File: src/rtl/avst_chadap_pkg.sv
// -----------------------------------------------------------------------------
// avst_chadap_pkg
// Shared types and constants for the Avalon-ST channel adapter and its skid
// buffer.
//   chadap_state_e : packet-filter FSM states (IDLE, FWD, DROP)
//   SKID_DEPTH     : number of entries held by avst_skid_buf
// The beat struct depends on module parameters, so each user declares it
// locally with the widths it needs.
// -----------------------------------------------------------------------------
package avst_chadap_pkg;

    localparam int SKID_DEPTH = 2;

    typedef enum logic [1:0] {
        IDLE = 2'd0,
        FWD  = 2'd1,
        DROP = 2'd2
    } chadap_state_e;

endpackage

File: src/rtl/avst_skid_buf.sv
// -----------------------------------------------------------------------------
// avst_skid_buf
// Two-entry buffer with a registered ready. Upstream ready depends only on the
// buffer occupancy, so there is no combinational path from i_ready to o_ready.
// Entry r_e0 is always the head; outputs come straight from registers.
// Ports:
//   clk, rst_n        clock, asynchronous active-low reset
//   i_valid, i_data   upstream beat (push = i_valid & o_ready)
//   o_ready           registered "not full"
//   o_valid, o_data   head of buffer (pop = o_valid & i_ready)
//   i_ready           downstream ready
// -----------------------------------------------------------------------------
module avst_skid_buf
    import avst_chadap_pkg::*;
#(
    parameter int W = 8
) (
    input  logic         clk,
    input  logic         rst_n,
    input  logic         i_valid,
    output logic         o_ready,
    input  logic [W-1:0] i_data,
    output logic         o_valid,
    output logic [W-1:0] o_data,
    input  logic         i_ready
);

    logic [W-1:0] r_e0;
    logic [W-1:0] r_e1;
    logic [1:0]   r_count;
    logic         r_ready;
    logic [1:0]   w_count_nxt;
    logic         w_push;
    logic         w_pop;

    assign w_push  = i_valid & r_ready;
    assign w_pop   = (r_count != 2'd0) & i_ready;
    assign o_ready = r_ready;
    assign o_valid = (r_count != 2'd0);
    assign o_data  = r_e0;

    always_comb begin
        w_count_nxt = r_count + {1'b0, w_push} - {1'b0, w_pop};
    end

    always_ff @(posedge clk or negedge rst_n) begin
        if (!rst_n) begin
            r_e0    <= '0;
            r_e1    <= '0;
            r_count <= 2'd0;
            r_ready <= 1'b0;
        end else begin
            r_count <= w_count_nxt;
            r_ready <= (w_count_nxt < 2'(SKID_DEPTH));
            // Head takes the incoming beat when it would otherwise be empty;
            // with two entries a pop shifts the tail forward. A push while
            // full cannot happen because r_ready is low then.
            if (w_push && (w_pop ? (r_count == 2'd1) : (r_count == 2'd0)))
                r_e0 <= i_data;
            else if (w_pop && (r_count == 2'd2))
                r_e0 <= r_e1;
            if (w_push && !w_pop && (r_count == 2'd1))
                r_e1 <= i_data;
        end
    end

endmodule

File: src/rtl/avst_channel_adapter_pipe.sv
// -----------------------------------------------------------------------------
// avst_channel_adapter_pipe
// Registered Avalon-ST channel adapter: rebases the input channel by CH_BASE,
// narrows it to OUT_CH_W bits and discards beats (PKT_MODE=0) or whole packets
// (PKT_MODE=1, decision taken at SOP) whose channel is out of range. Kept
// beats pass through a 2-entry skid buffer; discarded beats are still accepted
// and raise drop_pulse for one cycle.
// Optional feature: define AVST_CHADAP_DROP_CNT_EN to add drop_count (32-bit
// saturating count of discarded beats) and drop_count_clr (sync clear, wins
// over a simultaneous increment).
// Ports:
//   clk, reset_n                          clock, async active-low reset
//   in_ready/in_valid/in_data/in_channel/in_startofpacket/in_endofpacket
//   out_ready/out_valid/out_data/out_channel/out_startofpacket/out_endofpacket
//   drop_pulse                            one pulse per discarded beat
// -----------------------------------------------------------------------------
module avst_channel_adapter_pipe
    import avst_chadap_pkg::*;
#(
    parameter int DATA_W      = 8,
    parameter int IN_CH_W     = 8,
    parameter int OUT_CH_W    = 2,
    parameter int CH_BASE     = 0,
    parameter int MAX_CHANNEL = 3,
    parameter int PKT_MODE    = 1
) (
    input  logic                clk,
    input  logic                reset_n,
    output logic                in_ready,
    input  logic                in_valid,
    input  logic [DATA_W-1:0]   in_data,
    input  logic [IN_CH_W-1:0]  in_channel,
    input  logic                in_startofpacket,
    input  logic                in_endofpacket,
    input  logic                out_ready,
    output logic                out_valid,
    output logic [DATA_W-1:0]   out_data,
    output logic [OUT_CH_W-1:0] out_channel,
    output logic                out_startofpacket,
    output logic                out_endofpacket,
`ifdef AVST_CHADAP_DROP_CNT_EN
    input  logic                drop_count_clr,
    output logic [31:0]         drop_count,
`endif
    output logic                drop_pulse
);

    typedef struct packed {
        logic [DATA_W-1:0]   data;
        logic [OUT_CH_W-1:0] channel;
        logic                sop;
        logic                eop;
    } beat_t;

    localparam int              BEAT_W  = $bits(beat_t);
    localparam logic [IN_CH_W:0] LP_BASE = (IN_CH_W+1)'(CH_BASE);
    localparam logic [IN_CH_W:0] LP_MAX  = (IN_CH_W+1)'(MAX_CHANNEL);

    chadap_state_e       r_state;
    chadap_state_e       w_state_nxt;
    logic [OUT_CH_W-1:0] r_pkt_ch;
    logic                r_drop;
    logic [IN_CH_W:0]    w_ch_ext;
    logic [IN_CH_W:0]    w_rebased;
    logic                w_ok;
    logic                w_accept;
    logic                w_fwd;
    logic [OUT_CH_W-1:0] w_out_ch;
    beat_t               w_in_beat;
    beat_t               w_out_beat;
    logic                w_in_ready;

    // One extra bit so a channel below CH_BASE cannot wrap into range.
    assign w_ch_ext  = {1'b0, in_channel};
    assign w_rebased = w_ch_ext - LP_BASE;
    assign w_ok      = (w_ch_ext >= LP_BASE) && (w_rebased <= LP_MAX);
    assign w_accept  = in_valid & w_in_ready;

    always_comb begin
        w_fwd       = 1'b0;
        w_out_ch    = w_rebased[OUT_CH_W-1:0];
        w_state_nxt = r_state;
        if (PKT_MODE == 0) begin
            w_fwd = w_ok;
        end else begin
            if (in_startofpacket) begin
                // A SOP always starts a fresh decision, even mid-packet.
                w_fwd = w_ok;
            end else if (r_state == FWD) begin
                w_fwd    = 1'b1;
                w_out_ch = r_pkt_ch;
            end
            if (w_accept) begin
                if (in_startofpacket)
                    w_state_nxt = in_endofpacket ? IDLE : (w_ok ? FWD : DROP);
                else if (in_endofpacket)
                    w_state_nxt = IDLE;
            end
        end
    end

    always_ff @(posedge clk or negedge reset_n) begin
        if (!reset_n) begin
            r_state  <= IDLE;
            r_pkt_ch <= '0;
            r_drop   <= 1'b0;
        end else begin
            r_state <= w_state_nxt;
            r_drop  <= w_accept & ~w_fwd;
            if (w_accept && in_startofpacket)
                r_pkt_ch <= w_rebased[OUT_CH_W-1:0];
        end
    end

`ifdef AVST_CHADAP_DROP_CNT_EN
    logic [31:0] r_drop_cnt;

    always_ff @(posedge clk or negedge reset_n) begin
        if (!reset_n)
            r_drop_cnt <= 32'd0;
        else if (drop_count_clr)
            r_drop_cnt <= 32'd0;
        else if (w_accept && !w_fwd && (r_drop_cnt != 32'hFFFF_FFFF))
            r_drop_cnt <= r_drop_cnt + 32'd1;
    end

    assign drop_count = r_drop_cnt;
`endif

    assign w_in_beat.data    = in_data;
    assign w_in_beat.channel = w_out_ch;
    assign w_in_beat.sop     = in_startofpacket;
    assign w_in_beat.eop     = in_endofpacket;

    avst_skid_buf #(
        .W (BEAT_W)
    ) u_skid (
        .clk     (clk),
        .rst_n   (reset_n),
        .i_valid (in_valid & w_fwd),
        .o_ready (w_in_ready),
        .i_data  (w_in_beat),
        .o_valid (out_valid),
        .o_data  (w_out_beat),
        .i_ready (out_ready)
    );

    assign in_ready          = w_in_ready;
    assign out_data          = w_out_beat.data;
    assign out_channel       = w_out_beat.channel;
    assign out_startofpacket = w_out_beat.sop;
    assign out_endofpacket   = w_out_beat.eop;
    assign drop_pulse        = r_drop;

endmodule

File: config.mk
export PLATFORM = sky130hd
export DESIGN_NAME = avst_channel_adapter_pipe
export DESIGN_NICKNAME = d
export VERILOG_FILES = /design/src/rtl/avst_chadap_pkg.sv /design/src/rtl/avst_skid_buf.sv /design/src/rtl/avst_channel_adapter_pipe.sv
export SDC_FILE = /design/constraint.sdc
export NUM_CORES = 1
export LEC_CHECK = 0
export CORE_MARGIN = 3
export CORE_UTILIZATION = 35
export DETAILED_ROUTE_END_ITERATION = 10
export GPL_TIMING_DRIVEN = 0
export SLEW_MARGIN = 20
export SYNTH_ARGS = -nofsm -noshare
export SYNTH_HDL_FRONTEND = slang
export SYNTH_SLANG_ARGS = --single-unit
File: constraint.sdc
create_clock -name clk -period 2.1 [get_ports clk]
set_input_delay 0.315 -clock clk [delete_from_list [all_inputs] [get_ports clk]]
set_output_delay 0.315 -clock clk [all_outputs]
set_load 0.05 [all_outputs]
==> flow_metrics.env, run 1 <==
export IMPL_grt_max_degree=33
export IMPL_tns_ns=0
export IMPL_cp_max_fo=10
export IMPL_routed_via_density=4.76
export IMPL_report_final_slew_viol_count=0
export IMPL_synth_main_ff_cell="dfrtp_1"
export IMPL_hold_violations=0
export IMPL_core_area_sq_mm=0.00412
export IMPL_relSlewSlack_pct=50.5
export IMPL_met1_usage_pct=15.8
export IMPL_cts_tree="built"
export IMPL_total_power_mw=1.80
export IMPL_setup_viol=0
export IMPL_synthAdderAreaFrac_pct=1.64
export IMPL_fin_util_pct=50.7
export IMPL_fmax_ghz=0.481
export IMPL_nets=172
export IMPL_synth_xor_area_share_pct=1.15
export IMPL_syn_to_final_growth_pct=36.6
export IMPL_cts_root_buf="clkbuf_8"
export IMPL_ys_async_sr_fraction_pct=100
export IMPL_setup_slack_ns=0.0197
export IMPL_cts_buffers=5
export IMPL_synth_compound_area_share_pct=2.79
export IMPL_die_w_um=72.0
export IMPL_clock_path_buffers=2
export IMPL_gr_usage_all_layers_pct=13.1
export IMPL_end_kind="flip-flop"
export IMPL_clock_sinks=32
export IMPL_place_hpwl_mm=2.15
export IMPL_die_area_sq_mm=0.00519
export IMPL_drcViolationCount=0
export IMPL_internal_power_mw=1.20
export IMPL_worst_r2r_cell_count=8
export IMPL_synth_cell_types=26
export IMPL_die_y_um=72.0
export IMPL_p_sw_mw=0.609
export IMPL_hold_class="input port to async pin"
export IMPL_nFillCells=363
export IMPL_antenna_found_initial=0
export IMPL_fin_crit_sh_pct=99.1
export IMPL_regToRegSetupSlack_ns=0.19
export IMPL_synthMuxAreaShare_pct=32.0
export IMPL_power_density_mw_per_mm2=865
export IMPL_drt_pass1_iterations=3
export IMPL_switching_share_pct=33.7
export IMPL_place_congestion=0.663
export IMPL_diodes=0
export IMPL_rsz0062_at_grt="yes"
export IMPL_power_frac_seq_pct=42.8
export IMPL_min_period_ns=2.08
export IMPL_ys_seq_area_share_pct=52.5
export IMPL_hold_buffers=0
export IMPL_synth_area_top_cells="dfrtp_1, mux2_2, mux2_4"
export IMPL_clkLatencyLatePin_ns=0.28
export IMPL_synth_cells=103
export IMPL_grt_pass1_wl_mm=5.19
export IMPL_synth_edff_count=0
export IMPL_drive_gt1_share_pct=40.5
export IMPL_worstReg2RegEnd="u_skid.r_count[1]"
export IMPL_p_comb_share_pct=33.0
export IMPL_outcome="completed"
export IMPL_grtUsageMet3_pct=4.29
export IMPL_tightest_slew_ns=0.743
export IMPL_startpoint="in_channel[6]"
export IMPL_leakagePower_nw=1.01
export IMPL_cts_clk_slew_worst_paths_ns=0.07
export IMPL_seqCellArea_sq_um=801
export IMPL_vias=943
export IMPL_pre_cts_slack_ns=-0.312
export IMPL_rows=23
export IMPL_wire_per_inst_um=15.3
export IMPL_avgSynthCellArea_sq_um=14.8
export IMPL_ys_seq_elements=32
export IMPL_ys_warn_count=0
export IMPL_reg2reg_from="u_skid.r_count[1]"
export IMPL_initial_core_util_pct=37.1
export IMPL_worstSetupPathType="input port to flip-flop"
export IMPL_grt_pass1_vias=1048
export IMPL_crit_arrival_ns=2.24
export IMPL_grt_use_met2_pct=22.0
export IMPL_yosys_area_share_simple_pct=7.95
export IMPL_grt_busiest_layer="met2"
export IMPL_syn_cell_area_sq_mm=0.00153
export IMPL_synth_top_area_cell="dfrtp_1"
export IMPL_crit_end="u_skid.r_e1[4]"
export IMPL_drt_iter0_drc=35
export IMPL_synth_nets=127
export IMPL_htreeDepth=2
export IMPL_synth_top_family_by_area="multiplexers"
export IMPL_multi_input_comb_area_sq_um=727
export IMPL_pwr_share_clk_pct=24.2
export IMPL_postRouteAntennaNets=0
export IMPL_cp_start_kind="input port"
export IMPL_netlist_area_leader_share_pct=52.5
export IMPL_synth_most_common_cell="dfrtp_1"
export IMPL_wl_mm=3.03
export IMPL_port_buffers=36
export IMPL_grt_ovfl_total=0
export IMPL_worstPathRequired_ns=2.26
export IMPL_ios=37
export IMPL_peakVddDrop_mv=0.415
export IMPL_fin_worst_skew_ns=0.00755
export IMPL_cap_violations=0
export IMPL_synthTopCellsByCount="dfrtp_1, mux2_2, mux2_4, inv_1"
[registers in the layout, summed over array words and instances, names as in the netlist]
name / flops
u_skid.r_e1: 12
drop_pulse: 1
u_skid.o_data: 12
u_skid.r_count: 2
r_pkt_ch: 2
u_skid.o_ready: 1
r_state: 2
[stage by stage]
stage          instances  hold slack [ns]  cell area [sq um]
2_1_floorplan        103           0.0194               1530
5_1_grt              198            0.147               2090
3_3_place_gp         189            0.465               1950
6_report             198           0.0952               2090
4_1_cts              196            0.113               2030
3_5_place_dp         189            0.418               1940
[cells in the final DEF (no fill, tap or decap), drive strengths merged, types with 2 or more instances in the layout]
cell type	n
buf	6
clkbuf	6
clkdlybuf4s50	32
dfrtp	32
dlymetal6s2s	2
ha	2
inv	3
mux2	40
nand2	3
nand3	2
nor2	2
nor2b	2
nor3	2
[per-layer routing]
layer / vias to the layer above / part of all wire [%]
met5: - / 0
met4: 0 / 1.3
met3: 5 / 3.3
met2: 14 / 53
met1: 469 / 42
li1: 455 / -
[layout make-up]
cell class / instances / area share [%]
multi-input combinational: 65 / 34.9
tap: 50 / 3.00
buffer: 3 / 1.38
clock buffer: 6 / 3.48
clock inverter: 1 / 0.240
inverter: 3 / 0.540
sequential: 32 / 38.4
timing repair buffer: 38 / 18.1
[how the worst min path moves through the flow]
stage                from                to  slack, ns  cells after the start
6_report          reset_n  u_skid.o_data[5]        0.1                      1
5_1_grt           reset_n    u_skid.r_e1[8]       0.15                      1
4_1_cts           reset_n    u_skid.r_e1[5]       0.11                      1
3_5_place_dp      reset_n    u_skid.r_e1[5]       0.42                      1
3_3_place_gp   r_state[1]        r_state[1]       0.47                      2
2_1_floorplan     reset_n        drop_pulse       0.02                      0
[logic make-up (layout without fill, tap and decap cells)]
| kind of cell | Yosys count | in the layout |
|---|---|---|
| compound gates | 4 | 4 |
| flops | 32 | 32 |
| mux | 40 | 40 |
| xor+xnor | 2 | 2 |
| simple gates | 17 | 17 |
| buf+inv | 6 | 51 |
| fa+ha+maj | 2 | 2 |
[power groups by stage]
stage	clock network [mW]	logic (mW)	registers, mW
after floorplan	0	0.259	0.896
after global placement	0	0.565	0.777
after detailed placement	0	0.578	0.781
after CTS	0.454	0.579	0.771
after global routing	0.488	0.644	0.787
final	0.437	0.596	0.771
[worst max-delay path: stages]
cell	delay, ns
clkdlybuf4s50_1	0.42
or4_4	0.54
o21bai_4	0.21
buf_6	0.12
nand4bb_4	0.14
buf_12	0.19
mux2_4	0.30
[what timing repair did]
item | in CTS | in global routing
pin swaps | 1 | 4
hold endpoints to repair | 0 | 0
gates resized for setup | 2 | 10
setup buffers | 0 | 2
setup endpoints to repair | 1 | 3
Power figures use the tool's default switching activity.
==> run 2, diff against run 1 <==
Settings changed: CORE_MARGIN 3 to 4.
==> run 2 against run 1 <==
Effect of this change:
- critical path depth did not move
- sequential share of layout area hardly changed
- wire length is 2.3% lower
- register-to-register slack barely moved
- die area up 5.6%
- critical endpoint is now u_skid.r_e1[6]
- global-route usage down 0.72 points
- non-clock buffer count rose by 1
- sequential cell count unchanged
- clock skew increased by 0.00055 ns
- combinational power fell by 4.2%
- first-iteration DRC count shrank 57%
- cell count is 1.0% higher
- largest cell class unchanged
==> flow_metrics.env, run 2 (same netlist as run 1, synthesis figures left out) <==
export IMPL_outcome="completed"
export IMPL_htreeDepth=2
export IMPL_nFillCells=370
export IMPL_power_density_mw_per_mm2=921
export IMPL_grt_pass1_wl_mm=4.97
export IMPL_end_kind="flip-flop"
export IMPL_report_final_slew_viol_count=0
export IMPL_cts_root_buf="clkbuf_8"
export IMPL_fin_util_pct=50.7
export IMPL_nets=173
export IMPL_syn_to_final_growth_pct=36.6
export IMPL_worstPathRequired_ns=2.27
export IMPL_wl_mm=2.96
export IMPL_gr_usage_all_layers_pct=12.4
export IMPL_postRouteAntennaNets=0
export IMPL_die_area_sq_mm=0.00548
export IMPL_instances_no_fill=200
export IMPL_peakVddDrop_mv=0.473
export IMPL_wire_per_inst_um=14.8
export IMPL_placed_cells=189
export IMPL_cts_buffers=5
export IMPL_rsz0062_at_grt="no"
export IMPL_relSlewSlack_pct=52.5
export IMPL_rows=23
export IMPL_port_buffers=36
export IMPL_drcViolationCount=0
export IMPL_routed_via_density=4.75
export IMPL_grt_pass1_vias=1027
export IMPL_crit_arrival_ns=2.20
export IMPL_core_area_sq_mm=0.00412
export IMPL_hold_class="input port to async pin"
export IMPL_setup_slack_ns=0.0679
export IMPL_clock_path_buffers=2
export IMPL_leakagePower_nw=1.01
export IMPL_min_period_ns=2.03
export IMPL_initial_core_util_pct=37.1
export IMPL_place_hpwl_mm=2.17
export IMPL_antenna_found_initial=0
export IMPL_cts_clk_slew_worst_paths_ns=0.07
export IMPL_cts_tree="built"
export IMPL_cp_start_kind="input port"
export IMPL_tightest_slew_ns=0.712
export IMPL_fmax_ghz=0.492
export IMPL_grt_ovfl_total=0
export IMPL_clkLatencyLatePin_ns=0.29
export IMPL_worstSetupPathType="input port to flip-flop"
export IMPL_tns_ns=0
export IMPL_hold_buffers=0
export IMPL_hold_violations=0
export IMPL_vias=949
export IMPL_stdcell_area_sq_mm=0.00208
export IMPL_diodes=0
export IMPL_die_w_um=74.0
export IMPL_drt_iter0_drc=15
export IMPL_cp_max_fo=10
export IMPL_layout_common_cells="clkdlybuf4s50_1, dfrtp_1, mux2_2"
export IMPL_die_y_um=74.0
export IMPL_drt_pass1_iterations=3
export IMPL_place_congestion=0.695
export IMPL_pre_cts_slack_ns=-0.289
export IMPL_ios=37
export IMPL_drive_gt1_share_pct=40.0
export IMPL_cap_violations=0
export IMPL_fin_worst_skew_ns=0.00810
export IMPL_place_area_sq_mm=0.00194
export IMPL_mostFrequentLayoutCell="clkdlybuf4s50_1"
export IMPL_fin_crit_sh_pct=96.8
export IMPL_clock_sinks=32
export IMPL_setup_viol=0
export IMPL_grt_max_degree=33
-- run 2: cell types whose count changed in the layout (fill, tap and decap cells not counted), sizes merged --
cell	before	now
clkbuf	6	5
bufinv	0	1
clkdlybuf4s50	32	33
dlymetal6s2s	2	1
clkinvlp	0	1
buf	6	7
-- run 2: repair_timing --
item / CTS / global route
endpoints found under the setup margin: 1 / 2
resized for setup: 2 / 1
pin swaps: 0 / 1
setup buffers: 0 / 3
-- run 2: cell type report --
type | count | area (sq um) | share of cell area, %
Buffer | 3 | 20.0 | 0.960
Clock buffer | 5 | 68.8 | 3.30
Sequential cell | 32 | 801 | 38.4
Timing Repair Buffer | 39 | 379 | 18.2
Tap cell | 50 | 62.6 | 3.00
Multi-Input combinational cell | 65 | 699 | 33.6
Inverter | 3 | 11.3 | 0.540
Clock inverter | 3 | 42.5 | 2.04
-- run 2: worst paths after layout --
kind	startpoint	end	slack [ns]	cells past startpoint
max	in_channel[7]	u_skid.r_e1[6]	0.07	7
min	reset_n	u_skid.r_e1[11]	0.08	1
max reg2reg	u_skid.r_count[1]	u_skid.r_count[1]	0.20	8
min reg2reg	u_skid.r_e1[10]	u_skid.r_e1[10]	0.50	1
max in group asynchronous	reset_n	u_skid.o_data[8]	1.56	1
min in group clk	u_skid.r_e1[10]	u_skid.r_e1[10]	0.50	1
-- run 2: per-stage QoR --
step / power, mW / hold slack (ns)
after floorplan: 1.16 / 0.0194
after CTS: 1.96 / 0.104
after global routing: 2.03 / 0.141
after detailed placement: 1.36 / 0.421
after global placement: 1.34 / 0.466
final: 1.92 / 0.0778
-- run 2: worst max-delay path: stages --
cell,delay (ns)
clkdlybuf4s50_1,0.40
or4_4,0.55
o21bai_4,0.17
buf_4,0.14
nand4bb_4,0.13
buf_6,0.19
mux2_4,0.30
-- run 2: per-layer routing --
metal | wire, um | track usage, % | vias to the layer above
li1 | - | - | 456
met1 | 1200 | 13.3 | 471
met2 | 1580 | 21.4 | 16
met3 | 102 | 4.19 | 6
met4 | 72 | 6.64 | 0
met5 | 0 | 0 | -
-- run 2: power breakdown --
part	switching [mW]	leakage [nW]	internal (mW)
Sequential	0.0573	0.432	0.711
Combinational	0.318	0.523	0.252
Clock	0.231	0.0541	0.351
==> run 3, diff against run 2 <==
Settings changed: CORE_MARGIN 4 to 3, SKIP_CTS_REPAIR_TIMING set to 1.
==> run 3 against run 2 <==
Effect of this change:
- sequential cell count did not move
- die area is 5.3% lower
- sequential share of layout area rose by 0.56 points
- utilization fell by 0.73 points
- clock power down 25%
- wire length up 0.74%
- cell area fell by 1.4%
- fmax is 1.2% lower
==> flow_metrics.env, run 3 (same netlist as run 1, synthesis figures left out) <==
export IMPL_placed_cells=189
export IMPL_place_hpwl_mm=2.15
export IMPL_power_density_mw_per_mm2=867
export IMPL_wire_per_inst_um=15.1
export IMPL_ios=37
export IMPL_grt_pass1_wl_mm=5.18
export IMPL_grt_ovfl_total=0
export IMPL_p_sw_mw=0.594
export IMPL_die_y_um=72.0
export IMPL_p_comb_share_pct=32.3
export IMPL_clock_sinks=32
export IMPL_critPathMaxStageDelay_ns=0.54
export IMPL_power_frac_seq_pct=43.2
export IMPL_leakagePower_nw=0.998
export IMPL_hold_violations=0
export IMPL_vias=946
export IMPL_tightest_slew_ns=0.743
export IMPL_nFillCells=370
export IMPL_cts_root_buf="clkbuf_8"
export IMPL_core_area_sq_mm=0.00412
export IMPL_end_kind="flip-flop"
export IMPL_layout_common_cells="clkdlybuf4s50_1, dfrtp_1, mux2_2"
export IMPL_drt_pass1_iterations=4
export IMPL_grt_pass1_vias=1046
export IMPL_internal_power_mw=1.19
export IMPL_initial_core_util_pct=37.1
export IMPL_drive_gt1_share_pct=39.2
export IMPL_cp_max_fo=10
export IMPL_peakVddDrop_mv=0.414
export IMPL_instances_no_fill=198
export IMPL_routed_via_density=4.78
export IMPL_mostFrequentLayoutCell="clkdlybuf4s50_1"
export IMPL_clock_path_buffers=2
export IMPL_min_period_ns=2.06
export IMPL_postRouteAntennaNets=0
export IMPL_cap_violations=0
export IMPL_syn_to_final_growth_pct=34.6
export IMPL_path_buf_inv=3
export IMPL_gr_usage_all_layers_pct=13.1
export IMPL_cts_tree="built"
export IMPL_cpMaxStageDelayCell="or4_4"
export IMPL_die_area_sq_mm=0.00519
export IMPL_crit_arrival_ns=2.22
export IMPL_worstSetupPathType="input port to flip-flop"
export IMPL_report_final_slew_viol_count=0
export IMPL_fin_worst_skew_ns=0.00786
export IMPL_rows=23
export IMPL_htreeDepth=2
export IMPL_pre_cts_slack_ns=-0.312
export IMPL_die_w_um=72.0
export IMPL_nets=172
export IMPL_relSlewSlack_pct=50.5
export IMPL_hold_class="input port to async pin"
export IMPL_port_buffers=36
export IMPL_outcome="completed"
export IMPL_drt_iter0_drc=29
export IMPL_pwr_share_clk_pct=24.5
export IMPL_diodes=0
export IMPL_setup_slack_ns=0.0436
export IMPL_antenna_found_initial=0
export IMPL_cts_buffers=5
export IMPL_cts_clk_slew_worst_paths_ns=0.07
export IMPL_worstPathRequired_ns=2.26
export IMPL_cp_start_kind="input port"
export IMPL_grt_max_degree=33
export IMPL_critical_path_cell_chain="clkdlybuf4s50_1 -> or4_4 -> o21bai_4 -> buf_4 -> nand4bb_4 -> buf_6 -> mux2_4"
export IMPL_switching_share_pct=33.3
export IMPL_fmax_ghz=0.486
export IMPL_wl_mm=2.99
export IMPL_place_congestion=0.663
export IMPL_setup_viol=0
export IMPL_rsz0062_at_grt="yes"
export IMPL_fin_crit_sh_pct=97.9
export IMPL_clkLatencyLatePin_ns=0.28
export IMPL_critical_path_top_delay_family="buffers and inverters"
export IMPL_drcViolationCount=0
## run 3: changes by cell type in the layout (fill, tap and decap cells not counted)
cell            before  now
clkinvlp_4           1    0
clkbuf_1             0    1
dlygate4sd2_1        1    0
dlymetal6s2s_1       1    2
buf_4                3    2
nor2b_1              2    1
bufinv_16            1    0
nor2b_4              0    1
## run 3: path summary, 6_finish.rpt
path,cells past startpoint,from,endpoint,slack [ns]
min reg2reg,1,r_state[0],r_state[0],0.49
max,7,in_channel[6],u_skid.r_e1[4],0.04
min in group clk,2,in_startofpacket,u_skid.r_e1[1],0.47
max in group asynchronous,1,reset_n,u_skid.o_ready,1.53
max reg2reg,8,u_skid.r_count[1],u_skid.r_count[1],0.16
min,1,reset_n,u_skid.o_data[5],0.1
## run 3: per-stage QoR
stage | utilization [%] | area [sq um] | hold WS, ns | setup TNS (ns) | total power, mW
2_1_floorplan | - | 1530 | 0.0194 | 0 | 1.16
3_3_place_gp | 47.4 | 1950 | 0.465 | -4.13 | 1.34
3_5_place_dp | 47.2 | 1940 | 0.418 | -4.89 | 1.36
4_1_cts | 49.1 | 2020 | 0.113 | -0.0602 | 1.80
5_1_grt | 49.9 | 2050 | 0.147 | 0 | 1.90
6_report | 49.9 | 2050 | 0.0955 | 0 | 1.78
## run 3: layout make-up
type	count	area [sq um]	share of cell area, %
sequential	32	801	39.0
clock buffer	6	72.6	3.53
multi-input combinational	65	707	34.4
buffer	3	20.0	0.974
inverter	3	11.3	0.548
tap	50	62.6	3.05
clock inverter	1	5.00	0.244
timing repair buffer	38	375	18.3
## run 3: per-layer routing
layer,track usage (%),wire [um]
met3,4.29,99
met2,21.9,1590
met4,4.38,38
met5,0,0
met1,15.8,1260
## run 3: power groups by stage
stage	combinational [mW]	clock, mW	sequential, mW
global placement	0.565	0	0.777
floorplan	0.259	0	0.896
detailed placement	0.578	0	0.781
global route	0.622	0.488	0.787
CTS	0.580	0.454	0.770
finish	0.575	0.436	0.770
